--- config.mk ---
export PLATFORM = sky130hd
export DESIGN_NAME = ifid_stall_latch
export DESIGN_NICKNAME = d
export VERILOG_FILES = /design/src/rtl/cpu_types_pkg.sv /design/src/rtl/stall_timer.sv /design/src/rtl/ifid_stall_latch.sv
export SDC_FILE = /design/constraint.sdc
export NUM_CORES = 1
export LEC_CHECK = 0
export CORE_AREA = 2 2 94 96
export CTS_CLUSTER_DIAMETER = 200
export DETAILED_ROUTE_END_ITERATION = 10
export DIE_AREA = 0 0 96 98
export GPL_ROUTABILITY_DRIVEN = 0
export PLACE_DENSITY = 0.72
export SYNTH_ARGS = -nofsm -noshare
export SYNTH_HDL_FRONTEND = slang
export SYNTH_HIERARCHICAL = 1
export SYNTH_SLANG_ARGS = --single-unit
--- constraint.sdc ---
create_clock -name CLK -period 4.25 [get_ports CLK]
set_clock_uncertainty 0.05 [all_clocks]
set_input_delay 1.0625 -clock CLK [delete_from_list [all_inputs] [get_ports CLK]]
set_output_delay 1.0625 -clock CLK [all_outputs]
set_load 0.02 [all_outputs]
--- src/rtl/cpu_types_pkg.sv ---
// Shared CPU types for the fetch/decode boundary: state encoding, word type
// and the stall-window counter helpers.
package cpu_types_pkg;

    typedef logic [31:0] word_t;
    typedef logic [2:0]  stall_cnt_t;

    typedef enum logic [1:0] {
        RUN     = 2'd0,
        LU_HOLD = 2'd1,
        JU_FILL = 2'd2
    } ifid_state_t;

    localparam word_t NOP_INSTR = 32'h0;

    // Terminal count value for a window length, truncated to the counter width.
    function automatic stall_cnt_t cnt_of(input int unsigned value);
        return stall_cnt_t'(value);
    endfunction

endpackage

--- src/rtl/stall_timer.sv ---
// 3-bit stall window counter with clear/start/increment controls and
// terminal-compare flags for the load-use and branch windows.
module stall_timer
    import cpu_types_pkg::*;
#(
    parameter int unsigned LU_CYCLES = 2,
    parameter int unsigned JU_CYCLES = 2
) (
    input  logic       CLK,
    input  logic       nRST,
    input  logic       en,
    input  logic       clear,
    input  logic       start,
    input  logic       inc,
    output stall_cnt_t count,
    output logic       lu_term,
    output logic       ju_term
);

    localparam stall_cnt_t LU_TERM = cnt_of(LU_CYCLES);
    localparam stall_cnt_t JU_TERM = cnt_of(JU_CYCLES - 1);

    // Counter update; clear beats start beats increment, all gated by en.
    always_ff @(posedge CLK or negedge nRST) begin
        if (!nRST) begin
            count <= 3'd0;
        end else if (en) begin
            if (clear) begin
                count <= 3'd0;
            end else if (start) begin
                count <= 3'd1;
            end else if (inc) begin
                count <= count + 3'd1;
            end
        end
    end

    assign lu_term = (count == LU_TERM);
    assign ju_term = (count == JU_TERM);

endmodule

--- src/rtl/ifid_stall_latch.sv ---
// IF/ID pipeline register with load-use / branch stall sequencing, PC gating,
// ID/EX bubble request and same-cycle done pulses back to the hazard unit.
module ifid_stall_latch
    import cpu_types_pkg::*;
#(
    parameter int unsigned LU_CYCLES = 2,
    parameter int unsigned JU_CYCLES = 2
) (
    input  logic        CLK,
    input  logic        nRST,
    input  logic        advance,
    input  logic        halt,
    input  logic        flush,
    input  logic        load_use,
    input  logic        jump_use,
    input  logic [31:0] imemload,
    input  logic [31:0] npc,
    output logic [31:0] instr_id,
    output logic [31:0] npc_id,
    output logic        valid_id,
    output logic        pc_en,
    output logic        bubble_ex,
    output logic        flag_lu_done,
    output logic        flag_ju_done
);

    ifid_state_t state;
    stall_cnt_t  count;
    logic        step;
    logic        lu_term;
    logic        ju_term;
    logic        timer_clear;
    logic        timer_start;
    logic        timer_inc;

    assign step = advance & ~halt;

    stall_timer #(
        .LU_CYCLES (LU_CYCLES),
        .JU_CYCLES (JU_CYCLES)
    ) u_timer (
        .CLK     (CLK),
        .nRST    (nRST),
        .en      (step),
        .clear   (timer_clear),
        .start   (timer_start),
        .inc     (timer_inc),
        .count   (count),
        .lu_term (lu_term),
        .ju_term (ju_term)
    );

    // PC gate, bubble request, done pulses and counter controls.
    always_comb begin
        pc_en        = 1'b0;
        bubble_ex    = 1'b0;
        flag_lu_done = 1'b0;
        flag_ju_done = 1'b0;
        timer_clear  = 1'b0;
        timer_start  = 1'b0;
        timer_inc    = 1'b0;
        if (halt) begin
            pc_en = 1'b0;
        end else if (flush && advance) begin
            pc_en        = 1'b1;
            timer_clear  = 1'b1;
            flag_lu_done = (state == LU_HOLD);
            flag_ju_done = (state == JU_FILL);
        end else begin
            case (state)
                RUN: begin
                    if (load_use) begin
                        bubble_ex   = 1'b1;
                        timer_start = 1'b1;
                    end else begin
                        pc_en       = advance;
                        timer_clear = 1'b1;
                    end
                end
                LU_HOLD: begin
                    bubble_ex = 1'b1;
                    if (lu_term) begin
                        flag_lu_done = advance;
                        timer_clear  = 1'b1;
                    end else begin
                        timer_inc = 1'b1;
                    end
                end
                JU_FILL: begin
                    if (ju_term) begin
                        flag_ju_done = advance;
                        timer_clear  = 1'b1;
                    end else begin
                        timer_inc = 1'b1;
                    end
                end
                default: begin
                    timer_clear = 1'b1;
                end
            endcase
        end
    end

    // Sequencer state and IF/ID contents; only an unhalted advance moves them.
    always_ff @(posedge CLK or negedge nRST) begin
        if (!nRST) begin
            state    <= RUN;
            instr_id <= NOP_INSTR;
            npc_id   <= 32'h0;
            valid_id <= 1'b0;
        end else if (step) begin
            if (flush) begin
                state    <= RUN;
                instr_id <= NOP_INSTR;
                valid_id <= 1'b0;
            end else begin
                case (state)
                    RUN: begin
                        if (load_use) begin
                            state <= LU_HOLD;
                        end else begin
                            instr_id <= imemload;
                            npc_id   <= npc;
                            valid_id <= 1'b1;
                            if (jump_use) begin
                                state <= JU_FILL;
                            end
                        end
                    end
                    LU_HOLD: begin
                        if (lu_term) begin
                            instr_id <= imemload;
                            npc_id   <= npc;
                            valid_id <= 1'b1;
                            state    <= RUN;
                        end
                    end
                    JU_FILL: begin
                        instr_id <= NOP_INSTR;
                        valid_id <= 1'b0;
                        if (ju_term) begin
                            state <= RUN;
                        end
                    end
                    default: begin
                        state <= RUN;
                    end
                endcase
            end
        end
    end

endmodule

==> Word level (Yosys, flattened, before mapping) <==
Cells that the tools add are included.
{ "op_classes": {"addsub": 1, "mul": 0, "div_mod_pow": 0, "order_cmp": 0, "eq_ne": 10, "shift": 0, "muxes": 50, "bitwise": 3, "n_reduce_logical": 9} }
{ "op_table": {"columns": ["op", "count"], "rows": [
  ["$mux W32", 5],
  ["$pmux W32 S3", 1],
  ["$pmux W32 S2", 1],
  ["$mux W1", 30],
  ["$mux W2", 5],
  ["$mux W3", 3],
  ["$ne A3 B3 Y1 const B", 3],
  ["$reduce_and A4 Y1", 2],
  ["$pmux W1 S3", 2],
  ["$pmux W2 S3", 1],
  ["$reduce_and A5 Y1", 1],
  ["$ne A2 B2 Y1 const B", 2],
  ["$ne A4 B4 Y1 const B", 1],
  ["$pmux W1 S2", 2],
  ["$reduce_bool A4 Y1", 1],
  ["$add A3 B1 Y3 const B", 1],
  ["$eq A3 B1 Y1 const B", 1],
  ["$eq A3 B2 Y1 const B", 1],
  ["$reduce_bool A3 Y1", 1],
  ["$eq A2 B1 Y1 const B", 1],
  ["$eq A2 B2 Y1 const B", 1],
  ["$logic_not A2 Y1", 1],
  ["$not A1 Y1", 2],
  ["$reduce_and A2 Y1", 1],
  ["3 further kinds", 3]
]} }
{ "totals": {"reg_bits": 70, "latchBits": 0, "mem_bits_rw": 0, "mem_bits_ro": 0, "in_bits": 71, "output_inout_bits": 69, "wordCells": 78, "memories": 0} }

==> Depth between registers and ports, before layout <==
Gate-level depths: netlist (run 1).
{ "logic_depth": {"ltp_word": 8, "depth_mapped": 9, "ltp_nobuf": 9} }

==> Cells and area by module <==
Netlist (run 1), hierarchy kept.
{ "modules_own_cells": {"columns": ["mod", "instances", "cells_per_inst", "area_each_um2", "seq_area_each_um2"], "rows": [
  ["ifid_stall_latch", 1, 188, 2872.8, 1676.6],
  ["stall_timer", 1, 22, 210.2, 75.1]
]} }

==> Least setup slack after synthesis (run 1) <==
Ideal clock, no wire load.
{ "synth_path": {"path_kind": "input-to-output", "startpoint": "in flush", "endpoint": "out bubble_ex", "arrival_time_ns": 1.695, "required_time_ns": 3.138, "setup_slack_ns": 1.442, "path_stages": 3, "path_buffers": 1, "path_cell_list": "buf_6 a21oi_1 nor2b_1"} }
{ "synth_via": {"elab_chain_len": 3} }
{ "synth_rtl": {"columns": ["element", "line", "text"], "rows": [
  ["start: declaration", "ifid_stall_latch.sv:13", "input logic flush,"],
  ["$logic_and A1 B1 Y1", "ifid_stall_latch.sv:64", "end else if (flush && advance) begin"],
  ["$mux W1", "ifid_stall_latch.sv:64", null],
  ["$mux W1", "ifid_stall_latch.sv:62", "if (halt) begin"],
  ["end: declaration", "ifid_stall_latch.sv:22", "output logic bubble_ex,"]
]} }
Every way passes these cells.

==> Final worst setup path (run 1) <==
Ends and elaborated chain as after synthesis.

==> results of run 1 <==
-- critical path, stage by stage --
cell	delay, ns
clkdlybuf4s50_1	0.63
a21oi_1	0.31
nor2b_1	0.16
clkdlybuf4s50_1	0.61
-- registers in the layout, indices dropped and copies added (netlist names) --
signal and flops:
instr_id 32, npc_id 32, state 2, u_timer/count 3
valid_id 1
-- synthesized netlist by cell type (all sizes together) (2+ instances only) --
library cell | count | area, µm²
dfrtp | 70 | 1750
a22o | 32 | 280
mux2 | 32 | 473
buf | 11 | 98.9
inv | 10 | 37.5
ha | 8 | 100
nor2 | 6 | 30.0
o21ai | 6 | 41.3
a21oi | 5 | 25.0
nand2 | 4 | 15.0
mux2i | 3 | 30.0
nor2b | 3 | 18.8
a22oi | 2 | 15.0
and3 | 2 | 12.5
nand2b | 2 | 12.5
o22ai | 2 | 12.5
o32ai | 2 | 17.5
-- metal layers --
layer,GRT usage,part of all wire,vias up
met5,0,0,-
met4,0.0396,0.0076,0
met2,0.259,0.49,81
met3,0.0502,0.066,6
li1,-,-,1045
met1,0.208,0.44,1100
-- how the worst min path moves through the flow --
stage	endpoint	slack (ns)	cells past startpoint
finish	instr_id[19]$_DFFE_PN0P_	0.46	1
global route	instr_id[1]$_DFFE_PN0P_	0.47	1
CTS	instr_id[31]$_DFFE_PN0P_	0.46	1
detailed placement	instr_id[31]$_DFFE_PN0P_	0.44	1
global placement	instr_id[5]$_DFFE_PN0P_	0.44	1
floorplan	u_timer/count[2]$_DFFE_PN0P_	0.49	2
-- where the power goes --
group          internal, mW  total [mW]  leakage [nW]  switching, mW
clock                 0.400       0.672         0.127          0.272
sequential            0.955        1.12         0.889          0.169
combinational         0.890        1.61          1.16          0.716
-- cell type report --
type	instances	share of cell area
Clock buffer	9	0.0260
Clock inverter	7	0.0267
Inverter	10	0.00787
Multi-Input combinational cell	119	0.250
Sequential cell	70	0.367
Tap cell	108	0.0283
Timing Repair Buffer	141	0.294
-- cell families after synthesis --
kind of cell	Yosys count	synth area share
compound gates	54	0.142
mux	35	0.163
flops	70	0.568
simple gates	22	0.0503
fa+ha+maj	8	0.0325
buf+inv	21	0.0442
==> flow_summary.yaml, run 1 <==
clock_network:
  post-cts-setup-buffers: 0
  clk_latency_ns: 0.34
  cts_resized: 0
  clk_path_buf_depth: 2
  cts.clk_slew.worst_paths_ns: 0.08
  cts_buffers: 9
  htreeDepth: 3
  cts_tree: "done"
  numClockSinks: 70
  ctsHoldBuffers: 0
  root_buffer: "clkbuf_8"
die:
  die_w_um: 96
  core_um2: 8470
  pin_count: 140
  start_util: 0.364
  fp-row-count: 34
  die_h_um: 98
  dieArea_um2: 9410
timing:
  setup-tns-final_ns: 0
  setup_viol: 0
  relSlewSlack: 0.432
  whs_ns: 0.460
  finalHoldViolations: 0
  period_share: 0.916
  fmax_ghz: 0.257
  worst_slack_ns: 0.358
  drv_slew: 0
  worst_slew_pin_slew_ns: 0.849
  rsz0062_at_grt: "no"
  min_period_ns: 3.89
status:
  status: "finished clean"
detailed_routing:
  vias: 2232
  drc_errors: 0
  viasPerCell: 4.81
  antenna_left: 0
  drt_iter0_drc: 71
  firstDrtPassIters: 4
  routedWlPerCell_um: 16.1
  drt-total-wl_um: 7460
pwr:
  leakage_nw: 2.18
  ir_drop_mv: 0.340
  power.density_nw_per_um2: 713
  total_power_mw: 3.40
layout:
  area_growth_pct: 54.8
  regArea_um2: 1750
  final_common_cell: "clkdlybuf4s50_1"
  final_util: 0.564
  multiInputGateArea_um2: 1190
  layout.nets: 430
  final_cell_mix: "clkdlybuf4s50_1 (138), dfrtp_1 (70), a22o_1 (32), mux2_4 (30)"
  diodes: 0
  instances_no_fill: 464
  fillers: 721
  design_area_um2: 4770
  drive_gt1_frac: 0.166
critical_path:
  crit_start: "flush"
  crit_type: "input port to output pin"
  reg2reg_slack_ns: 1.82
  cp-start-kind: "input port"
  crit_fanout: 10
  critPathArrivalTime_ns: 2.78
  critPathCapture: "bubble_ex"
  worstReg2RegStart: "u_timer/count[0]$_DFFE_PN0P_"
  worstRegToRegCells: 7
  r2r_end: "instr_id[27]$_DFFE_PN0P_"
  crit_required_ns: 3.14
  cp-end-kind: "output pin"
synth:
  ys_seq_area_frac: 0.568
  syn-num-nets: 289
  synthArstFlopShare: 1.00
  synthFlopType: "dfrtp_1"
  synth_edf_count: 0
  syn_area_um2: 3080
  ys_types: 32
  syn_avg_cell_area_um2: 14.7
  ys_ff_latch: 70
  yosysWarningCount: 6
  syn_inst: 210
placed_design:
  dp.cells: 448
  dpl.hpwl_um: 5340
  numPortBuffers: 139
  dp_slack_ns: 0.381
  dpl_cell_area_um2: 4520
global_routing:
  antenna_found_initial: 0
  grt_usage: 0.160
  grt_overflow_total: 0
  grt_pass1_wl_um: 11600
  grt_max_degree: 44
  grt_pass1_vias: 2248
flow_run:
  cap_violations: 0
hold_path:
  hold_class: "flop to flop"
  min_from: "instr_id[19]$_DFFE_PN0P_"
Note: power is estimated with default switching activity, not from simulation.
==> inputs of run 2 (changes only) <==
- CTS_BUF_LIST: unset -> sky130_fd_sc_hd__clkbuf_4 sky130_fd_sc_hd__clkbuf_8 sky130_fd_sc_hd__clkbuf_16
- DONT_BUFFER_PORTS: unset -> 1
- PLACE_DENSITY: 0.72 -> unset
- clock period: 4.25 -> 5.05 ns (I/O delays scaled with it)
==> run 2 against run 1 <==
Largest power group is now registers; register-to-register slack better by 0.23 ns; clock power fell by 28%; worst setup slack improved by 1.4 ns; flip-flop and latch count unchanged; critical path depth decreased by 2; routed wire length is 19% lower; cell area decreased by 30%; first-iteration DRC count shrank 23%; via count fell by 22%; sequential share of layout area is 16 points higher; sequential power up 14%.
==> flow_summary.yaml, run 2 (synthesis gave the netlist of run 1 again) <==
clock_network:
  clk_path_buf_depth: 2
  cts_buffers: 9
  ctsHoldBuffers: 0
  cts_tree: "done"
  numClockSinks: 70
  clk_latency_ns: 0.33
  htreeDepth: 3
  cts_resized: 0
  cts.clk_slew.worst_paths_ns: 0.07
  root_buffer: "clkbuf_8"
  post-cts-setup-buffers: 0
critical_path:
  path_delay_family: "compound AO/OA/AOI/OAI gates"
  critPathArrivalTime_ns: 1.95
  cp_num_buf_inv: 0
  crit_required_ns: 3.74
  cp.depth: 2
  cp-start-kind: "input port"
  cp_slowest_cell: "a21oi_1"
  cp_cell_sequence: "nand2b_1 > a21oi_1"
  critPathMaxStageDelay_ns: 0.43
  crit_type: "input port to output pin"
  crit_fanout: 8
  worstRegToRegCells: 7
  cp-end-kind: "output pin"
global_routing:
  grt_pass1_vias: 1847
  grt_overflow_total: 0
  grt_usage: 0.133
  antenna_found_initial: 0
  grt_max_degree: 71
  grt_pass1_wl_um: 9610
detailed_routing:
  dr_wl_met2_um: 2760
  wl_met1_um: 2620
  drc_errors: 0
  vias: 1738
  top_layer_used: "met4"
  firstDrtPassIters: 4
  drt_iter0_drc: 55
  antenna_left: 0
  routedWlPerCell_um: 18.9
  wl_met3_um: 640
  drt-total-wl_um: 6080
  viasPerCell: 5.40
layout:
  regArea_um2: 1750
  area_growth_pct: 8.04
  diodes: 0
  multiInputGateArea_um2: 1190
  instances_no_fill: 322
  reg.largest.list: "instr_id x32, npc_id x32, u_timer/count x3"
  design_area_um2: 3330
  layout.nets: 289
  final_util: 0.393
  final_common_cell: "dfrtp_1"
  fillers: 813
  final_cell_mix: "dfrtp_1 (70), a22o_1 (32), mux2_4 (30), inv_1 (9), clkbuf_8 (9)"
  drive_gt1_frac: 0.257
placed_design:
  dpl_cell_area_um2: 3120
  dpl.hpwl_um: 4130
  dp_slack_ns: 1.62
  dp.cells: 307
  numPortBuffers: 0
timing:
  setup_viol: 0
  whs_ns: 0.540
  period_share: 0.646
  finalHoldViolations: 0
  fmax_ghz: 0.307
  drv_slew: 0
  rsz0062_at_grt: "no"
  worst_slew_pin_slew_ns: 0.821
  worst_slack_ns: 1.79
  relSlewSlack: 0.451
  min_period_ns: 3.26
  setup-tns-final_ns: 0
status:
  status: "finished clean"
die:
  pin_count: 140
  dieArea_um2: 9410
  die_h_um: 98
  die_w_um: 96
  start_util: 0.364
  fp-row-count: 34
  core_um2: 8470
pwr:
  leakage_nw: 1.62
  total_power_mw: 2.27
  ir_drop_mv: 0.221
  power.density_nw_per_um2: 682
flow_run:
  cap_violations: 0
hold_path:
  hold_class: "flop to flop"
  holdPathStages: 2
run 2: changes by cell type in the layout (fill, tap and decap cells not counted), sizes merged:
cell           previous run  this run
clkdlybuf4s50           138         0
inv                      14        10
buf                       3         0
clkbuf                    9        11
bufinv                    3         2
clkinv                    0         1
clkinvlp                  0         1
run 2: final cells by class:
cell class / instances / area share
multi-input cells: 119 / 0.359
clock buffers: 11 / 0.0417
inverters: 10 / 0.0113
clock inverters: 4 / 0.0218
well taps: 108 / 0.0406
flip-flops and latches: 70 / 0.526
run 2: final timing paths:
check | slack [ns] | startpoint | to
min in group asynchronous | 0.57 | nRST | npc_id[23]$_DFFE_PN0P_
setup / recovery | 1.79 | halt | pc_en
setup reg to reg | 2.05 | u_timer/count[0]$_DFFE_PN0P_ | instr_id[15]$_DFFE_PN0P_
hold / removal | 0.54 | u_timer/count[2]$_DFFE_PN0P_ | u_timer/count[2]$_DFFE_PN0P_
max in group asynchronous | 4.25 | nRST | valid_id$_DFFE_PN0P_
hold reg to reg | 0.54 | u_timer/count[2]$_DFFE_PN0P_ | u_timer/count[2]$_DFFE_PN0P_
run 2: power breakdown:
| part | internal, mW | switching (mW) |
|---|---|---|
| combinational | 0.321 | 0.185 |
| clock | 0.286 | 0.201 |
| sequential | 0.803 | 0.474 |
run 2: worst min-delay path: stages, from the launching register on:
cell and delay [ns]:
dfrtp_1 0.42, inv_1 0.07, o32ai_1 0.06
run 2: metal layers:
| layer | vias to the layer above | GRT usage |
|---|---|---|
| li1 | 765 | - |
| met1 | 865 | 0.172 |
| met2 | 102 | 0.191 |
| met3 | 6 | 0.0664 |
| met4 | 0 | 0.0505 |
| met5 | - | 0 |
